[config.mk]
export PLATFORM = sky130hd
export DESIGN_NAME = fpu_mant_mult_flat
export DESIGN_NICKNAME = d
export VERILOG_FILES = /design/src/rtl/fpu_pkg.sv /design/src/rtl/fpu_mant_mult_if.sv /design/src/rtl/fpu_unpack.sv /design/src/rtl/fpu_mant_mult.sv /design/src/flat_wrapper.sv
export SDC_FILE = /design/constraint.sdc
export NUM_CORES = 1
export LEC_CHECK = 0
export CAP_MARGIN = 20
export CORE_ASPECT_RATIO = 1.5
export CORE_UTILIZATION = 61
export CTS_BUF_LIST = sky130_fd_sc_hd__clkbuf_16
export CTS_CLUSTER_SIZE = 40
export DETAILED_ROUTE_END_ITERATION = 6
export PLACE_DENSITY = 0.95
export SYNTH_ARGS = -nofsm -noshare
export SYNTH_HDL_FRONTEND = slang
export SYNTH_SLANG_ARGS = --single-unit
[constraint.sdc]
create_clock -name clk -period 6.4 [get_ports clk]
set_input_delay 1.28 -clock clk [delete_from_list [all_inputs] [get_ports clk]]
set_output_delay 1.28 -clock clk [all_outputs]
set_load 0.03 [all_outputs]
[src/rtl/fpu_pkg.sv]
// Shared FPU definitions: IEEE-754 single layout, significand widths and the
// mantissa multiplier state encoding.
package fpu_pkg;
    localparam int FP_EXP_W  = 8;
    localparam int FP_FRAC_W = 23;
    localparam int MANT_W    = 24;
    localparam int PROD_W    = 48;
    localparam logic [FP_EXP_W-1:0] EXP_ALL_ONES = 8'hFF;

    typedef struct packed {
        logic                 sign;
        logic [FP_EXP_W-1:0]  exp;
        logic [FP_FRAC_W-1:0] frac;
    } fp32_t;

    typedef enum logic [1:0] {
        IDLE,
        BUSY,
        DONE
    } fmm_state_e;
endpackage

[src/rtl/fpu_mant_mult_if.sv]
// Issue/result bundle between the FP execute issuer and the mantissa multiplier.
interface fpu_mant_mult_if;
    import fpu_pkg::*;

    logic [31:0]       opa;
    logic [31:0]       opb;
    logic              start;
    logic              flush;
    logic [PROD_W-1:0] mult_result;
    logic              done;
    logic              busy;

    modport master (
        output opa, opb, start, flush,
        input  mult_result, done, busy
    );

    modport slave (
        input  opa, opb, start, flush,
        output mult_result, done, busy
    );
endinterface

[src/rtl/fpu_unpack.sv]
// Combinational IEEE-754 single unpack: significand with hidden bit and
// zero/special classification. Shared with later FPU stages.
module fpu_unpack
    import fpu_pkg::*;
(
    input  fp32_t             op,
    output logic [MANT_W-1:0] mant,
    output logic              is_zero,
    output logic              is_special
);
    logic hidden;
    logic unused_sign;

    // Subnormals carry a zero hidden bit.
    assign hidden      = |op.exp;
    assign mant        = {hidden, op.frac};
    assign is_zero     = !hidden && (op.frac == '0);
    assign is_special  = is_zero || (op.exp == EXP_ALL_ONES);
    assign unused_sign = op.sign;
endmodule

[src/rtl/fpu_mant_mult.sv]
// Iterative 24x24 -> 48 unsigned significand multiplier retiring RADIX_BITS
// multiplier bits per cycle; special operands bypass with a zero product.
module fpu_mant_mult
    import fpu_pkg::*;
#(
    parameter int RADIX_BITS = 1
) (
    input  logic            clk,
    input  logic            rst,
    fpu_mant_mult_if.slave  bus
);
    localparam int N     = MANT_W / RADIX_BITS;
    localparam int CNT_W = (N > 1) ? $clog2(N) : 1;

    fmm_state_e        state;
    logic [PROD_W-1:0] mcand;
    logic [MANT_W-1:0] mplier;
    logic [PROD_W-1:0] acc;
    logic [CNT_W-1:0]  cnt;
    logic [PROD_W-1:0] result;
    logic              done_r;
    logic              busy_r;

    logic [MANT_W-1:0] mant_a, mant_b;
    logic              zero_a, zero_b, spec_a, spec_b;
    logic              special;
    logic [PROD_W-1:0] pp;
    logic              unused_zero;

    fpu_unpack u_unpack_a (
        .op         (fp32_t'(bus.opa)),
        .mant       (mant_a),
        .is_zero    (zero_a),
        .is_special (spec_a)
    );

    fpu_unpack u_unpack_b (
        .op         (fp32_t'(bus.opb)),
        .mant       (mant_b),
        .is_zero    (zero_b),
        .is_special (spec_b)
    );

    assign special     = spec_a | spec_b;
    assign unused_zero = zero_a ^ zero_b;

    // The multiplicand is pre-shifted each step, so each partial product
    // lands at its final weight without a variable shifter.
    assign pp = mcand * PROD_W'(mplier[RADIX_BITS-1:0]);

    always_ff @(posedge clk) begin
        if (rst) begin
            state  <= IDLE;
            mcand  <= '0;
            mplier <= '0;
            acc    <= '0;
            cnt    <= '0;
            result <= '0;
            done_r <= 1'b0;
            busy_r <= 1'b0;
        end else begin
            done_r <= 1'b0;
            case (state)
                IDLE: begin
                    if (bus.start && !bus.flush) begin
                        busy_r <= 1'b1;
                        if (special) begin
                            result <= '0;
                            done_r <= 1'b1;
                            state  <= DONE;
                        end else begin
                            mcand  <= PROD_W'(mant_a);
                            mplier <= mant_b;
                            acc    <= '0;
                            cnt    <= '0;
                            state  <= BUSY;
                        end
                    end
                end
                BUSY: begin
                    if (bus.flush) begin
                        state  <= IDLE;
                        busy_r <= 1'b0;
                    end else begin
                        acc    <= acc + pp;
                        mcand  <= mcand << RADIX_BITS;
                        mplier <= mplier >> RADIX_BITS;
                        cnt    <= cnt + 1'b1;
                        if (cnt == CNT_W'(N - 1)) begin
                            result <= acc + pp;
                            done_r <= 1'b1;
                            state  <= DONE;
                        end
                    end
                end
                DONE: begin
                    state  <= IDLE;
                    busy_r <= 1'b0;
                end
                default: begin
                    state  <= IDLE;
                    busy_r <= 1'b0;
                end
            endcase
        end
    end

    // A flush arriving in the done cycle still kills the pulse.
    assign bus.done        = done_r & ~bus.flush;
    assign bus.busy        = busy_r;
    assign bus.mult_result = result;
endmodule

[src/flat_wrapper.sv]
// flat-port wrapper written by rule: the top's interface ports become plain ports
module fpu_mant_mult_flat import fpu_pkg::*;
#(
    parameter int RADIX_BITS = 1
)
  (clk, rst, bus_opa, bus_opb, bus_start, bus_flush, bus_mult_result, bus_done, bus_busy);
  fpu_mant_mult_if bus_i ();
  input  logic clk;
  input  logic rst;
  input wire logic [$bits(bus_i.opa)-1:0] bus_opa;
  input wire logic [$bits(bus_i.opb)-1:0] bus_opb;
  input wire logic [$bits(bus_i.start)-1:0] bus_start;
  input wire logic [$bits(bus_i.flush)-1:0] bus_flush;
  output wire logic [$bits(bus_i.mult_result)-1:0] bus_mult_result;
  output wire logic [$bits(bus_i.done)-1:0] bus_done;
  output wire logic [$bits(bus_i.busy)-1:0] bus_busy;
  assign bus_i.opa = bus_opa;
  assign bus_i.opb = bus_opb;
  assign bus_i.start = bus_start;
  assign bus_i.flush = bus_flush;
  assign bus_mult_result = bus_i.mult_result;
  assign bus_done = bus_i.done;
  assign bus_busy = bus_i.busy;
  fpu_mant_mult #(.RADIX_BITS(RADIX_BITS)) u_core (.clk(clk), .rst(rst), .bus(bus_i));
endmodule
-- Word-level counts from Yosys, hierarchy flattened
Index checks and enable logic that the tools add are counted.
- muxes and demuxes: 34
- shift-type cells: 0
- add/sub/neg operators: 2
- $mul: 1
- bitwise operators: 3
- reduce and logical (&&, ||, !) cells: 18
- divide/modulo/power cells: 0
- equality and inequality tests: 11
- magnitude comparators: 0
- operators by type and width (cell ; number):
    $mux 48 ; 10
    $pmux 48 s2 ; 3
    $mux 24 ; 3
    $add 48x48->48 ; 1
    $mul 48x1->48 ; 1
    $pmux 24 s2 ; 1
    $logic_not 23->1 ; 2
    $eq 8x8->1 const B ; 2
    $reduce_or 8->1 ; 2
    $mux 5 ; 3
    $pmux 5 s2 ; 1
    $mux 2 ; 4
    $mux 1 ; 6
    $ne 2x1->1 const B ; 3
    $ne 2x2->1 const B ; 3
    $add 5x1->5 const B ; 1
    $eq 5x5->1 const B ; 1
    $reduce_and 5->1 ; 1
    $pmux 1 s2 ; 2
    $pmux 2 s2 ; 1
    $reduce_and 2->1 ; 2
    $reduce_and 4->1 ; 1
    $logic_and 1x1->1 ; 3
    $logic_not 1->1 ; 3
    other kinds (8) ; 9
- memory bits (writable): 0
- bits in registers: 177
- logic and storage cells: 77
- bits in latches: 0
- ROM bits: 0
- memories kept: 0
- bits of input ports: 68
- output and inout bits: 50

-- Depth between registers and ports, before layout
- depth in word-level cells: 8
- mapped depth: 14
- mapped depth without buffers: 12

-- Hierarchy
A second synthesis with hierarchy kept.
- cell total of the unflattened synthesis: 1356
- area total of the unflattened synthesis: 10269.8 sq um
- by module, submodules not included (module ; cells an instance ; area each (sq um) ; times used):
    fpu_mant_mult ; 1278 ; 9709.3 ; 1
    fpu_unpack ; 39 ; 280.3 ; 2

-- Worst setup path before layout
OpenSTA, ideal clock, no wires.
- kind: input to register
- start: input bus_opa[28]
- end: register u_core.result[40], in the netlist u_core.bus.mult_result[40]
- setup time: 0.122 ns
- stages: 9
- arrival: 3.069 ns
- data required time: 6.278 ns
- setup slack: 3.209 ns
- path through: nor4_1 nand2_1 or3_1 nand3_1 nand3b_1 a211o_1 buf_2 and3_1 a311o_1
- cells in the longest elaborated chain, start to end: 7
- elaborated cells on any way between the ends: 8
- RTL lines (item ; RTL line ; source):
    from (decl) ; flat_wrapper.sv:10 ; input wire logic [$bits(bus_i.opa)-1:0] bus_opa;
    $reduce_or 8->1 ; fpu_unpack.sv:15 ; assign hidden = |op.exp;
    $logic_not 1->1 ; fpu_unpack.sv:17 ; assign is_zero = !hidden && (op.frac == '0);
    $logic_and 1x1->1 ; fpu_unpack.sv:17 ;
    $logic_or 1x1->1 * ; fpu_unpack.sv:18 ; assign is_special = is_zero || (op.exp == EXP_ALL_ONES);
    $or 1x1->1 * ; fpu_mant_mult.sv:44 ; assign special = spec_a | spec_b;
    $ne 2x1->1 (no source line) * ; -- ;
    $reduce_and 5->1 (no source line) * ; -- ;
    to (signal assigned) ; fpu_mant_mult.sv:90 ; result <= acc + pp;
    to (decl) ; fpu_mant_mult.sv:20 ; logic [PROD_W-1:0] result;
Every way passes the cells marked *; elsewhere a longest branch is shown, timed or not.
A chain may end at the register's enable or synchronous reset.

-- Worst setup path after layout
- start: input bus_opa[0]
- end: register u_core.acc[14]
- cells in the longest elaborated chain, start to end: 6
- RTL lines (item ; RTL line ; source):
    $logic_not 23->1 ; fpu_unpack.sv:17 ;
    $logic_and 1x1->1 ; fpu_unpack.sv:17 ;
    $logic_or 1x1->1 ; fpu_unpack.sv:18 ;
    $or 1x1->1 ; fpu_mant_mult.sv:44 ;
    $ne 2x2->1 (no source line) ; -- ;
    $reduce_and 4->1 (no source line) ; -- ;
    to (signal assigned) ; fpu_mant_mult.sv:85 ; acc <= acc + pp;
    to (decl) ; fpu_mant_mult.sv:18 ; logic [PROD_W-1:0] acc;
No other way between the ends.

==> results.md <==
Worst setup path:
- The critical path's most frequent cell is sky130_fd_sc_hd__nor2_1.
- The largest stage delay on the critical path is 0.62 ns.
- The end of the worst register-to-register path is u_core.bus.mult_result[37].
- Counting cells, the worst reg-to-reg path comes to 12.
- The path type of the worst setup path is input port to flip-flop.
- Walking the worst path, the cells encountered are clkdlybuf4s50_1, nor4_1, nand4_1, or3_1, a41oi_1, or3_2, buf_4, nor2_1, a21oi_1, nor2_1.
- The setup check on the worst reg-to-reg path leaves a slack of 2.79 ns.
- STA classifies the critical path endpoint as a flip-flop.
- Of all nets on the critical path, the largest fanout is 33.
- The source of the worst register-to-register timing path is u_core.mplier[0].
- Data on the critical path is required at its endpoint by 6.68 ns.
- The worst setup path is launched from an input port.
- The cell type of the slowest stage on the worst timing path is sky130_fd_sc_hd__or3_2.
- Data arrives at the worst endpoint at 4.67 ns.

Logic synthesis:
- The cell type with the largest total area after synthesis is sky130_fd_sc_hd__dfxtp_1.
- The share of the yosys chip area belonging to registers is 35.3%.
- For this run, the number of Yosys warnings is 0.
- Counting flops with an async set or reset pin after synthesis yields a share of 0%.
- The number of flops mapped to enable cells by yosys is 0.
- In this run, synthesis produced a sequential element count of 177.
- In this run the cell area of the synthesized design comes to 10000 um^2.
- In the synthesized netlist the dominant register cell turns out to be sky130_fd_sc_hd__dfxtp_1.
- After synthesis, the netlist uses 69 different library cells.
- Counting every instance in the synthesized netlist gives 1321.
- Ranked by total cell area, the synthesized netlist is headed by sky130_fd_sc_hd__dfxtp_1 35%, sky130_fd_sc_hd__nand2_1 9.6%, sky130_fd_sc_hd__a21oi_1 7.3%, sky130_fd_sc_hd__ha_1 6.0%, sky130_fd_sc_hd__nor2_1 4.6%.
- A synthesized cell averages 7.61 um^2.
- When the netlist entered floorplanning its net count stood at 1438.
- The share of synthesized area in the top cell type comes to 35.3%.

Drt:
- After detailed routing, the number of vias per cell comes to 6.27.
- The final wirelength is 27500 um.
- The number of nets with antenna violations after detailed routing is 0.
- The routed wirelength normalized by instance count is 17.3 um.
- The DRC violation count after routing is 0.
- The detailed-router iteration count before antenna repair is 7.
- The total via count in the routed design is 9950.
- The number of design-rule violations left by the first detailed-router iteration is 722.

Timing:
- Clock skew on the completed layout was measured at 0.0143 ns.
- The final hold violation count is 0.
- The final critical path takes up 68.7% of the cycle.
- Setup repair after global routing left no endpoint under its margin.
- At the pin with the least slew margin, the transition time is 1.07 ns.
- The setup TNS after final layout is 0 ns.
- Setup violations remaining at the end of the flow were counted as 0.
- The achievable frequency is 228 MHz.
- The final number of max-transition violations is 0.
- Counting I/O delays and the setup requirement, the final critical path takes 4.39 ns.
- The headroom to the max-slew limit is 28.4%.

Cells and area:
- The number of standard cells in the final layout excluding fillers is 1586.
- The number of filler cells placed in the layout is 1222.
- Leaving out fill and tap cells, the most frequent cells in the layout are 256 x sky130_fd_sc_hd__nand2_1, 177 x sky130_fd_sc_hd__dfxtp_1, 147 x sky130_fd_sc_hd__a21oi_1.
- The multi-input combinational cells in the finished layout cover a total of 6050 um^2.
- The most frequent standard cell in the layout excluding fill and tap cells is sky130_fd_sc_hd__nand2_1.
- The area added between synthesis and finish is 17.1%.
- The post-route netlist has 5.14% of its cells at a drive strength greater than 1.
- Summing all flip-flop and latch instances after layout gives 3540 um^2.
- Cells fill 73.0% of the core in the end.
- 0 antenna diodes ended up in the layout.
- The final net count is 1484.

Pwr:
- The reported net switching power is 0.645 mW.
- Per report_power, the clock group accounts for 44.5% of the total.
- Power spread over the standard cell area amounts to 205 nW/um^2.
- The proportion of power drawn by flip-flops and latches is 47.3%.
- The internal portion of the total power is 1.76 mW.
- Combinational logic burns 8.2% of the power.
- In this run the static leakage power is 4.34 nW.
- Of the total power, the share spent switching nets is 26.8%.
- IR analysis of the VDD net gives a maximum drop of 162 uV.

Clocking:
- CTS placed an instance of sky130_fd_sc_hd__clkbuf_16 at the clock tree root.
- The number of hold buffers added after cts is 0.
- The post-CTS setup buffer count is 0.
- The clock slew at the register clock pins of the worst setup and hold paths is 0.08 ns.
- The clock net sink count is 177.
- The clock passes through at most 2 buffers.
- TritonCTS created 17 clock buffers.
- TritonCTS built the clock tree.
- CTS built an H-tree with a depth of 4.
- At the later pin of the worst-skew pair, clock insertion delay measures 0.43 ns.
- In this run, post-CTS repair resized a total of 0 instances.

Die:
- The die is 159 um tall.
- The horizontal extent of the die is 107 um.
- The die covers 17000 um^2.
- The initial utilization of the core area, before any placement, comes to 62.3%.
- The core region is 16100 um^2.
- The number of primary I/O pins is 118.
- The site row count is 57.

Worst hold path:
- In this run the worst hold path is classified as flip-flop to flip-flop.
- Counting instances, the worst hold path has a depth of 2.
- The end point of the worst hold path is u_core.bus.mult_result[47].
- The startpoint of the tightest hold check path is u_core.bus.mult_result[47].

Global route:
- The residual overflow from global routing is 0.
- The number of antenna violations at the first check in global routing is 0.
- The global-route wire length before repair is 44800 um.
- In the global route stage, overall resource usage came out at 32.3%.
- Entering global routing, the biggest net connects 99 pins.
- The number of global-route vias before repair is 9683.

Place:
- Once placement completed, the tool counted placed cells totaling 1553.
- The count of buffers added on input and output ports is 115.
- The congestion estimate from routability-driven global placement came to 0.972.
- The half-perimeter wire length of the detailed placement result is 18800 um.

Job:
- The reported max-cap violation count is 0.

Outcome:
- The run finished with clean final reports.
## metrics by stage
step	area, um^2	setup WS (ns)	hold slack [ns]	power (mW)
floorplan	10000	3.21	0.432	1.28
global placement	11100	1.78	0.434	1.35
detailed placement	11100	1.62	0.441	1.36
CTS	11700	2.06	0.452	2.41
global route	11800	1.84	0.471	2.48
finish	11800	2.01	0.447	2.41
## worst max-delay path: cells and delay by family
kind            cells  cell delay (ns)
buf+inv             2             0.86
compound gates      2             0.52
simple gates        6             1.98
## cell usage after synthesis, types with 3 or more instances
cell                       instances
sky130_fd_sc_hd__o21ai_0          32
sky130_fd_sc_hd__nor4_1           15
sky130_fd_sc_hd__or3_1            11
sky130_fd_sc_hd__a32o_1            6
sky130_fd_sc_hd__nor2_1          124
sky130_fd_sc_hd__o21bai_1         11
sky130_fd_sc_hd__clkbuf_1         65
sky130_fd_sc_hd__inv_1            15
sky130_fd_sc_hd__and3_1            3
sky130_fd_sc_hd__a311oi_1         46
sky130_fd_sc_hd__o21a_1            5
sky130_fd_sc_hd__a22oi_1           6
sky130_fd_sc_hd__a211oi_1          5
sky130_fd_sc_hd__nor3_1           22
sky130_fd_sc_hd__a21oi_1         147
sky130_fd_sc_hd__and2_1           53
sky130_fd_sc_hd__a21o_1           21
sky130_fd_sc_hd__o211ai_1         10
sky130_fd_sc_hd__buf_2            22
sky130_fd_sc_hd__nor2b_1           3
sky130_fd_sc_hd__dfxtp_1         177
sky130_fd_sc_hd__o21ai_1           6
sky130_fd_sc_hd__buf_4             8
sky130_fd_sc_hd__nand2_1         256
sky130_fd_sc_hd__nand4_1          24
sky130_fd_sc_hd__nand3b_1          4
sky130_fd_sc_hd__xnor2_1          19
sky130_fd_sc_hd__nand3_1          69
sky130_fd_sc_hd__buf_1             4
sky130_fd_sc_hd__o31ai_1           5
sky130_fd_sc_hd__a22o_1            6
sky130_fd_sc_hd__xor2_1           25
sky130_fd_sc_hd__a31oi_1           6
sky130_fd_sc_hd__ha_1             48
## worst max-delay path by stage
stage | from | to
3_3_place_gp | bus_opa[0] | u_core.acc[14]
3_5_place_dp | bus_opa[0] | u_core.acc[14]
5_1_grt | bus_opb[0] | u_core.acc[14]
6_report | bus_opa[0] | u_core.acc[14]
2_1_floorplan | bus_opa[28] | u_core.bus.mult_result[40]
4_1_cts | bus_opa[0] | u_core.acc[14]
## registers in the layout (all words and copies together) (netlist names)
name,count
u_core.cnt,5
u_core.acc,48
u_core.done_r,1
u_core.bus.mult_result,48
u_core.mplier,24
u_core.state,2
u_core.mcand,48
u_core.bus.busy,1
## cell families (layout without fill, tap and decap cells)
logic type,count (synthesis),count (layout),synth area share [%]
flip-flops,177,177,35.3
multiplexers,1,1,0.0996
adder cells (fa/ha/maj),49,49,6.18
XOR/XNOR,44,44,3.84
AO/OA/AOI/OAI,342,342,23.0
buffers and inverters,114,173,4.83
AND/OR/NAND/NOR,594,594,26.8
## layout make-up
type	count	share of cell area, %
tap	206	2.19
multi-input combinational	1030	51.4
sequential	177	30.1
clock buffer	17	3.62
clock inverter	15	1.58
inverter	15	0.479
timing repair buffer	126	10.6
## routing by layer
| layer | track usage, % | part of all wire, % |
|---|---|---|
| met5 | 0 | 0 |
| met4 | 19.9 | 5.5 |
| met3 | 4.91 | 5.2 |
| met2 | 56.8 | 51 |
| met1 | 36.0 | 38 |
## power by group through the flow
stage | combinational [mW] | sequential (mW) | clock (mW)
6_report | 0.198 | 1.14 | 1.07
4_1_cts | 0.194 | 1.14 | 1.08
3_5_place_dp | 0.193 | 1.17 | 0
3_3_place_gp | 0.188 | 1.16 | 0
5_1_grt | 0.215 | 1.14 | 1.13
2_1_floorplan | 0.117 | 1.16 | 0
No activity file was read; power rests on OpenSTA's default activity.
